<file path="src/rtl/uart_pkg.sv">
// +-------------------------------------------------------------------------+
// | uart_pkg : shared types, constants and parity helper for the UART TX.   |
// | rev 1.0                                                                 |
// +-------------------------------------------------------------------------+
`default_nettype none

package uart_pkg;

  typedef enum logic [1:0] {
    PARITY_NONE = 2'd0,
    PARITY_EVEN = 2'd1,
    PARITY_ODD  = 2'd2
  } parity_e;

  typedef enum logic [2:0] {
    S_IDLE   = 3'd0,
    S_START  = 3'd1,
    S_DATA   = 3'd2,
    S_PARITY = 3'd3,
    S_STOP   = 3'd4
  } uart_tx_state_e;

  localparam int UART_MIN_DATA_BITS = 5;
  localparam int UART_PAR_MAX_W     = 64;

  // Parity over the low 'len' bits only; bits above the frame length are masked out.
  function automatic logic parity_calc(
    input logic [UART_PAR_MAX_W-1:0] data,
    input int                        len,
    input parity_e                   mode
  );
    logic ones;
    ones = 1'b0;
    for (int i = 0; i < UART_PAR_MAX_W; i++) begin
      if (i < len) ones = ones ^ data[i];
    end
    case (mode)
      PARITY_EVEN: parity_calc = ones;
      PARITY_ODD:  parity_calc = ~ones;
      default:     parity_calc = 1'b0;
    endcase
  endfunction

endpackage

`default_nettype wire

</file>
<file path="src/rtl/uart_tx_cfg_baud_gen.sv">
// +-------------------------------------------------------------------------+
// | uart_baud_gen : bit-period counter, one-cycle bit_tick per period end.  |
// | rev 1.0                                                                 |
// +-------------------------------------------------------------------------+
`default_nettype none

module uart_baud_gen #(
  parameter int DIV_W = 16
) (
  input  logic             clk,
  input  logic             rst,
  input  logic             restart,
  input  logic [DIV_W-1:0] divisor,
  output logic             bit_tick
);

  logic [DIV_W-1:0] cnt;

  always_ff @(posedge clk or posedge rst) begin
    if (rst) begin
      cnt <= '0;
    end else if (restart || (cnt == divisor)) begin
      cnt <= '0;
    end else begin
      cnt <= cnt + DIV_W'(1);
    end
  end

  assign bit_tick = (cnt == divisor);

endmodule

`default_nettype wire

</file>
<file path="src/rtl/uart_tx_cfg.sv">
// +-------------------------------------------------------------------------+
// | uart_tx_cfg : runtime-configurable UART transmitter with holding reg.   |
// | Optional macro UART_TX_CTS_EN adds the cts_n flow-control input. r1.0   |
// +-------------------------------------------------------------------------+
`default_nettype none

module uart_tx_cfg
  import uart_pkg::*;
#(
  parameter int MAX_DATA_BITS = 8,
  parameter int DIV_W         = 16
) (
  input  logic                               clk,
  input  logic                               rst,
  input  logic [DIV_W-1:0]                   cfg_divisor,
  input  logic [$clog2(MAX_DATA_BITS+1)-1:0] cfg_data_bits,
  input  parity_e                            cfg_parity,
  input  logic                               cfg_stop2,
  input  logic                               tx_valid,
  input  logic [MAX_DATA_BITS-1:0]           tx_data,
`ifdef UART_TX_CTS_EN
  input  logic                               cts_n,
`endif
  output logic                               tx_ready,
  output logic                               txd,
  output logic                               busy
);

  localparam int LEN_W = $clog2(MAX_DATA_BITS+1);

  uart_tx_state_e           state, state_next;
  logic                     hold_valid;
  logic [MAX_DATA_BITS-1:0] hold_data;
  logic [MAX_DATA_BITS-1:0] shift_reg;
  logic [LEN_W-1:0]         bit_cnt;
  logic [LEN_W-1:0]         last_idx;
  logic [LEN_W-1:0]         len_clamped;
  parity_e                  par_mode;
  logic                     par_bit;
  logic                     stop2_lat;
  logic                     stop_cnt;
  logic [DIV_W-1:0]         div_lat;
  logic                     bit_tick;
  logic                     frame_start;
  logic                     start_ok;
  logic                     txd_bit;

`ifdef UART_TX_CTS_EN
  logic [1:0] cts_sync;

  always_ff @(posedge clk or posedge rst) begin
    if (rst) cts_sync <= 2'b11;
    else     cts_sync <= {cts_sync[0], cts_n};
  end

  assign start_ok = hold_valid && !cts_sync[1];
`else
  assign start_ok = hold_valid;
`endif

  assign tx_ready = !hold_valid;
  assign busy     = (state != S_IDLE);

  always_comb begin
    len_clamped = cfg_data_bits;
    if (cfg_data_bits < LEN_W'(UART_MIN_DATA_BITS)) begin
      len_clamped = LEN_W'(UART_MIN_DATA_BITS);
    end else if (cfg_data_bits > LEN_W'(MAX_DATA_BITS)) begin
      len_clamped = LEN_W'(MAX_DATA_BITS);
    end
  end

  uart_baud_gen #(
    .DIV_W (DIV_W)
  ) u_baud (
    .clk      (clk),
    .rst      (rst),
    .restart  (frame_start),
    .divisor  (div_lat),
    .bit_tick (bit_tick)
  );

  always_ff @(posedge clk or posedge rst) begin
    if (rst) state <= S_IDLE;
    else     state <= state_next;
  end

  always_comb begin
    state_next  = state;
    frame_start = 1'b0;
    case (state)
      S_IDLE: begin
        if (start_ok) begin
          state_next  = S_START;
          frame_start = 1'b1;
        end
      end
      S_START: begin
        if (bit_tick) state_next = S_DATA;
      end
      S_DATA: begin
        if (bit_tick && (bit_cnt == last_idx)) begin
          state_next = (par_mode != PARITY_NONE) ? S_PARITY : S_STOP;
        end
      end
      S_PARITY: begin
        if (bit_tick) state_next = S_STOP;
      end
      S_STOP: begin
        if (bit_tick && (stop_cnt == stop2_lat)) begin
          // Gapless continuation when the next beat is already held.
          if (start_ok) begin
            state_next  = S_START;
            frame_start = 1'b1;
          end else begin
            state_next = S_IDLE;
          end
        end
      end
      default: state_next = S_IDLE;
    endcase
  end

  always_comb begin
    txd_bit = 1'b1;
    case (state)
      S_START:  txd_bit = 1'b0;
      S_DATA:   txd_bit = shift_reg[0];
      S_PARITY: txd_bit = par_bit;
      default:  txd_bit = 1'b1;
    endcase
  end

  always_ff @(posedge clk or posedge rst) begin
    if (rst) begin
      hold_valid <= 1'b0;
      hold_data  <= '0;
      shift_reg  <= '0;
      bit_cnt    <= '0;
      last_idx   <= '0;
      par_mode   <= PARITY_NONE;
      par_bit    <= 1'b0;
      stop2_lat  <= 1'b0;
      stop_cnt   <= 1'b0;
      div_lat    <= '0;
      txd        <= 1'b1;
    end else begin
      txd <= txd_bit;
      if (frame_start) begin
        // Config is sampled here so mid-frame changes only affect the next frame.
        hold_valid <= 1'b0;
        shift_reg  <= hold_data;
        bit_cnt    <= '0;
        last_idx   <= len_clamped - LEN_W'(1);
        par_mode   <= cfg_parity;
        par_bit    <= parity_calc(UART_PAR_MAX_W'(hold_data), int'(len_clamped), cfg_parity);
        stop2_lat  <= cfg_stop2;
        stop_cnt   <= 1'b0;
        div_lat    <= cfg_divisor;
      end else begin
        if (tx_valid && tx_ready) begin
          hold_valid <= 1'b1;
          hold_data  <= tx_data;
        end
        if (bit_tick && (state == S_DATA)) begin
          shift_reg <= shift_reg >> 1;
          bit_cnt   <= bit_cnt + LEN_W'(1);
        end
        if (bit_tick && (state == S_STOP)) begin
          stop_cnt <= 1'b1;
        end
      end
    end
  end

endmodule

`default_nettype wire

</file>
<file path="config.mk">
export PLATFORM = sky130hd
export DESIGN_NAME = uart_tx_cfg
export DESIGN_NICKNAME = d
export VERILOG_FILES = /design/src/rtl/uart_pkg.sv /design/src/rtl/uart_tx_cfg_baud_gen.sv /design/src/rtl/uart_tx_cfg.sv
export SDC_FILE = /design/constraint.sdc
export NUM_CORES = 1
export LEC_CHECK = 0
export ABC_AREA = 1
export CORE_ASPECT_RATIO = 0.9
export CORE_UTILIZATION = 35
export DETAILED_ROUTE_END_ITERATION = 10
export PLACE_DENSITY = 0.61
export SYNTH_ARGS = -nofsm -noshare
export SYNTH_HDL_FRONTEND = slang
export SYNTH_SLANG_ARGS = --single-unit
</file>
<file path="constraint.sdc">
create_clock -name clk -period 2.7 [get_ports clk]
set_input_delay 0.81 -clock clk [delete_from_list [all_inputs] [get_ports clk]]
set_output_delay 0.81 -clock clk [all_outputs]
set_load 0.1 [all_outputs]
</file>
==> metrics.md <==
| Metric | Value |
|---|---|
| Crit path max fanout | `2` |
| CTS buffer count | `9` |
| Max H-tree Level | `3` |
| Clk_skew | `~0.010 ns` |
| Min-Delay Startpoint | `shift_reg[3]$_DFFE_PP0P_` |
| Overall die width | `108 um` |
| Initial antenna violation count | `0` |
| Final Wtd Congestion | `0.812` |
| Hold Vio Cnt, Final | `0` |
| Setup CP Type | `input port to register` |
| Critical Path RT | `2.93 ns` |
| Die ar. | `around 10000 sq um` |
| DP Area | `4050 sq um` |
| Post-CTS sizing | `0` |
| Non-filler cells, final | `628` |
| Ys async rst share | `100%` |
| Core Footprint | `between 9000 and 10000 sq um` |
| Post-route ant nets | `0` |
| Final core utilization | `43.5%` |
| Vias/cell | `4.57` |
| Post-CTS Setup Repair Bufs | `0` |
| Cell variety after synth | `31` |
| Initial core utilization | `36.2%` |
| GRT Util Overall | `14.9%` |
| Vias after detailed routing | `2871` |
| MaxCap Viol Count | `0` |
| Max VDD drop | `559 uV` |
| Startpoint Class | `input port` |
| Share of cells above drive strength 1 | `a little over an eighth` |
| Row cnt | `34` |
| Routed wire length | `6960 um` |
| Post-Place Cells | `613` |
| Port Buffer Count | `36` |
| Most used cell along the critical path | `nand2_1` |
| Synthesis-to-finish area growth | `20.2%` |
| Post-Syn Nets | `490` |
| Pre-antenna DRT Iters | `4` |
| Fin nets | `537` |
| First-pass GRT wire length | `12300 um` |
| Status | `completed` |
| Worst reg2reg path depth | `13` |
| Worst EP arrival | `2.62 ns` |
| Metal-1 WL | `between 3000 and 4000 um` |
| Wirelength per Cell | `11.1 um` |
| Hpwl dp | `between 5000 and 6000 um` |
| PwrDens | `1010 nW/um^2` |
| Finished Cell Area | `approximately 4200 sq um` |
| Hold Path Depth | `2` |
| Ys flop type | `dfrtp_1` |
| Max frequency | `~420 MHz` |
| Hold Path End | `shift_reg[3]$_DFFE_PP0P_` |
| Die Ht | `~97 um` |
| RSZ-0062 raised after global routing | `false` |
| DRC | `0` |
| Worst-skew pair later-pin latency | `0.34 ns` |
| Clock sink count | `66` |
| Tot Pwr | `0.00427 W` |
| Largest net degree at the start of global routing | `28` |
| FF-to-FF End | `div_lat[1]$_DFFE_PP0P_` |
| Clock transition at path regs | `about 0.070 ns` |
| EDFF count, synth | `0` |
| Hold_buf cts | `0` |
| P_leak | `2.12 nW` |
| Met3 WL post-DR | `around 330 um` |
| Slew HR | `65.8%` |
| Total gr overflow | `0` |
| R2r setup slk | `0.62 ns` |
| Max Slew Vio Count | `0` |
| Sequential fraction of the synthesis area | `between 40 and 50%` |
| Filler Cell Count | `about 990` |
| Min Tclk post-route | `between 2 and 2.5 ns` |
| Ys Warns | `0` |
| Highest metal used | `met4` |
| Syn Inst Count | `451` |
| Worst Hold Class | `register to register` |
| Final Cycle Share | `88.4%` |
| Initial DRC count | `about 130` |
| Metal2 WL | `3210 um` |
| Slew @ Worst Pin | `0.512 ns` |
| Post-Syn Area | `3510 sq um` |
| Critical Path, Cell by Cell | `clkdlybuf4s50_1 > nand2_1 > o21ai_1 > inv_1 > ha_1 > or2_2 > nand3_1 > nand2_1 > inv_1 > nand2_1 > nand3_1 > nand2_1 > nand2_1 > nand2_1 > nand2_1 > nand2_1` |
| CTS tree | `done` |
| FF-to-FF Start | `u_baud.cnt[9]$_DFF_PP0_` |
| Root Buffer | `clkbuf_8` |
| CP endpoint kind | `register` |
| IO Pins | `37` |
| Antenna Diode Count | `0` |
| Final setup fails | `0` |
| Crit path largest cell delay | `0.45 ns` |
| Longest Clk Path Bufs | `2` |
| Mean Syn Cell Area | `7.79 sq um` |
| Yosys reg bits | `66` |
| Largest regs | `div_lat: 16 flops, u_baud.cnt: 16 flops` |
| Vias in the first global route | `between 2k and 3k` |
| CP max stage cell | `clkdlybuf4s50_1` |
[Yosys cell counts (5+ instances only)]
library cell / n / area share [%]
o21ai_1: 7 / 1.0
ha_1: 5 / 1.8
nand2_1: 153 / 16
o21ai_0: 12 / 1.7
xor2_1: 15 / 3.7
nor2_1: 42 / 4.5
nand4_1: 5 / 0.89
inv_2: 13 / 1.4
dfrtp_1: 65 / 46
inv_1: 51 / 5.5
xnor2_1: 6 / 1.5
o21ai_2: 7 / 1.7
nand3_1: 34 / 4.8
mux2_2: 8 / 2.6
[cell families (layout without fill, tap and decap cells)]
kind of cell               after synthesis  after routing  synth area share, %
DFF                                     66             66                 47.1
adders and majority gates                5              5                 1.78
xor gates and xnor gates                21             21                 5.24
and+or+nand+nor                        248            248                 29.6
muxes                                    8              8                 2.57
AOI/OAI and AO/OA                       28             28                 4.74
buffers and inverters                   75            126                 9.05
[worst max path at each step]
stage	start	to	slack, ns	cells after the start
2_1_floorplan	rst	bit_cnt[0]$_DFFE_PP0P_	0.24	1
3_3_place_gp	cfg_data_bits[2]	par_bit$_DFFE_PP0P_	-0.05	16
3_5_place_dp	cfg_data_bits[2]	par_bit$_DFFE_PP0P_	-0.13	16
4_1_cts	cfg_data_bits[2]	par_bit$_DFFE_PP0P_	0.24	16
5_1_grt	cfg_data_bits[2]	par_bit$_DFFE_PP0P_	0.08	16
6_report	cfg_data_bits[2]	par_bit$_DFFE_PP0P_	0.31	16
[power breakdown]
part / switching (W) / internal, W / leakage [nW] / total (W)
clock network: 0.000369 / 0.000378 / 0.0855 / 0.000747
registers: 0.000261 / 0.00136 / 0.839 / 0.00162
logic: 0.00121 / 0.000693 / 1.19 / 0.00190
[layout make-up]
| type | count | area [sq um] | share of cell area (%) |
|---|---|---|---|
| flip-flops and latches | 66 | 1650 | 39.2 |
| multi-input cells | 310 | 1540 | 36.5 |
| repair buffers | 46 | 453 | 10.7 |
| inverters | 65 | 245 | 5.81 |
| clock buffers | 13 | 159 | 3.76 |
| well taps | 126 | 158 | 3.73 |
| clock inverters | 2 | 12.5 | 0.296 |
[metrics by stage]
| stage | setup WS [ns] | hold WS, ns | setup TNS [ns] |
|---|---|---|---|
| floorplan | 0.237 | 0.449 | 0 |
| global placement | -0.0450 | 0.486 | -0.0450 |
| detailed placement | -0.128 | 0.487 | -0.128 |
| CTS | 0.241 | 0.510 | 0 |
| global route | 0.0827 | 0.525 | 0 |
| finish | 0.312 | 0.508 | 0 |
[metal layers]
| metal | up-vias | global-route usage, % |
|---|---|---|
| met2 | 52 | 24.2 |
| met3 | 8 | 4.51 |
| met4 | 0 | 3.79 |
| met1 | 1332 | 19.3 |
| met5 | - | 0 |
| li1 | 1479 | - |
[critical path: cells and delay by family]
family	cells	cell delay, ns
buffers and inverters	3	0.58
AND/OR/NAND/NOR	11	0.87
adder cells (fa/ha/maj)	1	0.20
AO/OA/AOI/OAI	1	0.15
[layout by cell type (no fill, tap or decap), drive strengths merged]
cell and n:
nand2 157, dfrtp 65, inv 64, nor2 45
nand3 35, clkdlybuf4s50 33, o21ai 26, xor2 15
clkbuf 13, buf 13, mux2 8, xnor2 6
nand4 5, ha 5, clkinv 2, nor3 2
or2 2, a21oi 2, nand3b 1, nor4 1
clkinvlp 1, dfstp 1
No activity file was read; power rests on OpenSTA's default activity.
